`src/rtl/b02_scan_pkg.sv`:
```
// b02_scan_pkg: shared types and defaults for the b02 scan controller
package b02_scan_pkg;
  localparam int CHAIN_LEN_DEF = 4;
  typedef enum logic [2:0] {IDLE, SHIFT, CAPTURE, WAIT, FLUSH} state_t;
  typedef struct packed {
    logic [CHAIN_LEN_DEF-1:0] data;
    logic                     linea;
    logic [CHAIN_LEN_DEF-1:0] exp;
    logic                     last;
  } pat_t;
endpackage

```
`src/rtl/b02_pat_buffer.sv`:
```
// b02_pat_buffer: one-entry valid/ready holding register with full flag
module b02_pat_buffer #(
  parameter int W = 10
) (
  input  logic         clock,
  input  logic         reset,
  input  logic         load,
  input  logic         drain,
  input  logic [W-1:0] d,
  output logic         full,
  output logic         ready,
  output logic [W-1:0] q
);
  always_ff @(posedge clock or posedge reset)
    if (reset) begin
      full <= 1'b0;
      q    <= '0;
    end else if (load) begin
      full <= 1'b1;
      q    <= d;
    end else if (drain) begin
      full <= 1'b0;
    end
  assign ready = ~full;
endmodule

```
`src/rtl/b02_scan_ctrl.sv`:
```
// b02_scan_ctrl: full-scan load/capture/unload sequencer for the b02 core
module b02_scan_ctrl
  import b02_scan_pkg::*;
#(
  parameter int CHAIN_LEN = CHAIN_LEN_DEF,
  parameter int CNT_W     = 8
) (
  input  logic                 clock,
  input  logic                 reset,
  input  logic                 pat_valid,
  output logic                 pat_ready,
  input  logic [CHAIN_LEN-1:0] pat_data,
  input  logic                 pat_linea,
  input  logic [CHAIN_LEN-1:0] pat_exp,
  input  logic                 pat_last,
  output logic                 sc_en,
  output logic                 sc_si,
  input  logic                 sc_so,
  output logic                 cap_en,
  output logic                 core_linea,
  output logic                 res_valid,
  output logic [CHAIN_LEN-1:0] res_data,
  output logic                 res_fail,
  output logic [CNT_W-1:0]     pat_cnt,
  output logic [CNT_W-1:0]     fail_cnt,
  output logic                 busy
);
  localparam int CW = $clog2(CHAIN_LEN + 1);
  localparam int PW = 2 * CHAIN_LEN + 2;
  state_t state, next_state;
  logic [CW-1:0] cnt;
  logic [PW-1:0] buf_q;
  logic [CHAIN_LEN-1:0] shifter, unload, cur_exp, cap_exp, resp;
  logic cur_linea, cur_last, unload_pending, buf_full, last, take, fin, fail_now;
  b02_pat_buffer #(.W(PW)) u_buf (
    .clock (clock),
    .reset (reset),
    .load  (pat_valid && pat_ready),
    .drain (take),
    .d     ({pat_data, pat_linea, pat_exp, pat_last}),
    .full  (buf_full),
    .ready (pat_ready),
    .q     (buf_q)
  );
  assign last     = cnt == CW'(CHAIN_LEN - 1);
  assign take     = buf_full && (state == IDLE || state == WAIT || (state == CAPTURE && !cur_last));
  assign resp     = {unload[CHAIN_LEN-2:0], sc_so};
  assign fin      = last && ((state == SHIFT && unload_pending) || state == FLUSH);
  assign fail_now = resp != cap_exp;
  always_ff @(posedge clock or posedge reset)
    if (reset) state <= IDLE;
    else       state <= next_state;
  always_comb begin
    next_state = state;
    case (state)
      IDLE:    next_state = buf_full ? SHIFT : IDLE;
      SHIFT:   next_state = last ? CAPTURE : SHIFT;
      CAPTURE: next_state = cur_last ? FLUSH : buf_full ? SHIFT : WAIT;
      WAIT:    next_state = buf_full ? SHIFT : WAIT;
      FLUSH:   next_state = last ? IDLE : FLUSH;
      default: next_state = IDLE;
    endcase
  end
  always_comb begin
    sc_en      = state == SHIFT || state == FLUSH;
    sc_si      = state == SHIFT && shifter[CHAIN_LEN-1];
    cap_en     = state == CAPTURE;
    core_linea = state == CAPTURE && cur_linea;
    busy       = state != IDLE;
  end
  always_ff @(posedge clock or posedge reset)
    if (reset) begin
      cnt            <= '0;
      shifter        <= '0;
      unload         <= '0;
      cur_exp        <= '0;
      cur_linea      <= 1'b0;
      cur_last       <= 1'b0;
      cap_exp        <= '0;
      unload_pending <= 1'b0;
      res_valid      <= 1'b0;
      res_data       <= '0;
      res_fail       <= 1'b0;
      pat_cnt        <= '0;
      fail_cnt       <= '0;
    end else begin
      res_valid <= fin;
      cnt       <= (sc_en && !last) ? cnt + CW'(1) : '0;
      if (take) begin
        shifter   <= buf_q[PW-1 -: CHAIN_LEN];
        cur_linea <= buf_q[CHAIN_LEN+1];
        cur_exp   <= buf_q[CHAIN_LEN:1];
        cur_last  <= buf_q[0];
      end else if (state == SHIFT) begin
        shifter <= shifter << 1;
      end
      if (sc_en) unload <= resp;
      if (cap_en) begin
        cap_exp        <= cur_exp;
        unload_pending <= 1'b1;
      end else if (state == FLUSH && last) begin
        unload_pending <= 1'b0;
      end
      if (fin) begin
        res_data <= resp;
        res_fail <= fail_now;
        pat_cnt  <= pat_cnt + CNT_W'(1);
        if (fail_now && !(&fail_cnt)) fail_cnt <= fail_cnt + CNT_W'(1);
      end
    end
endmodule

```
`config.mk`:
```
export PLATFORM = sky130hd
export DESIGN_NAME = b02_scan_ctrl
export DESIGN_NICKNAME = d
export VERILOG_FILES = /design/src/rtl/b02_scan_pkg.sv /design/src/rtl/b02_pat_buffer.sv /design/src/rtl/b02_scan_ctrl.sv
export SDC_FILE = /design/constraint.sdc
export NUM_CORES = 1
export LEC_CHECK = 0
export BUFFER_PORTS_ARGS = -buffer_cell sky130_fd_sc_hd__buf_4
export CORE_ASPECT_RATIO = 1.25
export CORE_MARGIN = 2
export CORE_UTILIZATION = 55
export CTS_BUF_LIST = sky130_fd_sc_hd__clkbuf_4
export DETAILED_ROUTE_END_ITERATION = 10
export PLACE_DENSITY = 0.78
export RECOVER_POWER = 50
export SETUP_SLACK_MARGIN = 0.2
export SYNTH_ARGS = -nofsm -noshare
export SYNTH_HDL_FRONTEND = slang
export SYNTH_SLANG_ARGS = --single-unit
```
`constraint.sdc`:
```
create_clock -name clock -period 4 [get_ports clock]
set_clock_uncertainty 0.05 [all_clocks]
set_input_delay 0 -clock clock [delete_from_list [all_inputs] [get_ports clock]]
set_output_delay 0 -clock clock [all_outputs]
set_load 0.005 [all_outputs]
```
==> reports/qor.txt <==
fraction of layout cells with a size suffix above 1: 0.301
Antenna Cells: 0
final hold vios: 0
final worst slack: 1.78 ns
Power Density: 682 nW/um^2
top post-synthesis cells by count: dfrtp_1, nand2_1, mux2_2
Vert. Die Dim: 79.8 um
Post-Syn Area per Cell: 11.6 um^2
CP required: 4.27 ns
Synth area leader: dfrtp_1
starting density of the core: 0.571
hold_buf cts: 13
IO Count: 42
Post-CTS Setup Inserts: 0
critical path class: reg2reg
highest fanout seen on the critical path: 19
total wire length: 4530 um
status: complete, no violations
most instantiated library cell after synthesis: dfrtp_1
Slew Limit Fails: 0
floorplan core area: 4430 um^2
M1 WL: 1950 um
VDD IR-drop max: 0.521 mV
ANT nets after route: 0
RD Place Congestion: 0.835
# port buffers: 41
DR vias: 1779
initial drt markers: 100
sequential area share after synthesis: 0.565
first-pass GRT wire length: 7780 um
crit end category: flop
Reg2Reg Depth: 7
period utilization: 0.556
Root Driver: clkbuf_4
ys async rst share: 1.00
CP startpoint kind: flop
Worst-path clk slew: 0.10 ns
Slew @ Worst Pin: 0.933 ns
Mapped Nets: 236
Fmax: 450 MHz
max_cap viols: 0
Synth Register Bits: 57
Setup WS pre-CTS: 1.76 ns
EDFF count, synth: 0
Die ar.: 5150 um^2
synthesized area: 2530 um^2
CTS tree: done
P_leak: 1.51 nW
Num CTS Buffers: 9
grt total ovfl: 0
share of the synthesized area in the top cell type: 0.565
largest net degree at the start of global routing: 58
Slew headroom: 0.377
die width: 64.6 um
hpwl dp: 3040 um
Hold WC Path Type: in2async
Tmin final: 2.22 ns
initial antenna violation count: 0
top_reg_cell synth: dfrtp_1
Total GRT Usage: 0.202
arrival time at the worst endpoint: 2.50 ns
clock latency on the worst-skew pair: 0.40 ns
CTS Buffer Depth: 2
post_cts resized: 0
Vias/cell: 5.28
final net count: 294
Post-Syn Instances: 217
row count: 27
number of global-route vias before repair: 1796
DRC viols: 0
drt wl/cell: 13.4 um
TNS Setup: 0 ns
Met3 Routed Length: 149 um
drt pass-1 iters: 4
DR WL met2: 2310 um
Fillers: 348
Distinct cells, synth: 41
Final Setup Violations: 0
clk sinks: 57
Syn. warnings: 0
Top Layer Used: met4
RSZ-0062 raised after global routing: false
H-tree level count: 3
Synth area leaders: dfrtp_1, mux2_2, nand2_1
synth-to-layout area growth: 23.2%
[layout by cell type, fill, tap and decap left out, types with 3 or more instances in the layout]
master and count:
dlygate4sd3_1 13, ha_1 5, nand3_1 5, nand2b_1 3, inv_1 7, clkinv_1 3, buf_4 27, nor3_1 6
nor2_1 12, xnor2_1 5, clkbuf_4 25, xor2_1 11, nor4_1 3, nand2_1 34, mux2_2 24, dfrtp_1 57
o21ai_0 6, a21oi_1 3
[path summary, 6_finish.rpt]
kind | startpoint | end | slack (ns)
hold / removal | reset | pat_cnt[7]$_DFFE_PP0P_ | 0.30
setup / recovery | cnt[0]$_DFF_PP0_ | pat_cnt[4]$_DFFE_PP0P_ | 1.78
min in group clock | pat_data[3] | u_buf.q[9]$_DFFE_PP0P_ | 0.32
setup reg to reg | cnt[0]$_DFF_PP0_ | pat_cnt[4]$_DFFE_PP0P_ | 1.78
hold reg to reg | cnt[0]$_DFF_PP0_ | cnt[0]$_DFF_PP0_ | 0.39
max in group asynchronous | reset | unload[0]$_DFFE_PP0N_ | 3.15
[power breakdown]
part           switching (mW)  internal [mW]  leakage (nW)
combinational           0.357          0.417         0.721
clock                   0.197          0.188        0.0711
sequential              0.164          0.799         0.714
[final cells by class]
class	instances	area, um^2	area share
timing repair buffer	55	445	0.143
clock inverter	5	47.5	0.0153
multi-input combinational	144	1010	0.326
sequential	57	1430	0.458
clock buffer	10	75.1	0.0241
inverter	8	30.0	0.00965
tap	58	72.6	0.0233
[registers in the layout (all words and copies together) (netlist names)]
signal,flops
u_buf.q,10
fail_cnt,8
pat_cnt,8
cap_exp,4
cur_exp,4
res_data,4
shifter,4
cnt,3
state,3
unload,3
cur_last,1
cur_linea,1
res_fail,1
res_valid,1
u_buf.full,1
unload_pending,1
[cell families after synthesis]
logic type                 Yosys count  synth area share
AOI/OAI and AO/OA                   17            0.0421
and+or+nand+nor                     81             0.166
xor gates and xnor gates            16            0.0555
muxes                               25             0.113
buffers and inverters               16            0.0337
adders and majority gates            5            0.0248
DFF                                 57             0.565
[layer usage]
layer,track usage,vias to the layer above
met5,0,-
met2,0.344,48
met4,0.136,0
met3,0.0395,10
met1,0.229,864
li1,-,857
[worst max-delay path: stages, from the launching register on]
cell	delay, ns
dfrtp_1	0.39
ha_1	0.22
ha_1	0.23
nand2b_1	0.09
a21o_1	0.45
clkinv_1	0.39
nand4_1	0.21
xnor2_1	0.14
[through the flow]
stage / power [mW] / std cells / utilization / cell area, um^2 / hold WS [ns]
final: 2.12 / 337 / 0.703 / 3110 / 0.301
after global routing: 2.27 / 337 / 0.703 / 3110 / 0.319
after CTS: 2.15 / 337 / 0.703 / 3110 / 0.284
after detailed placement: 1.75 / 309 / 0.646 / 2860 / 0.163
after global placement: 1.71 / 309 / 0.646 / 2860 / 0.152
after floorplan: 1.54 / 217 / - / 2530 / 0.0554
No activity file was read; power rests on OpenSTA's default activity.
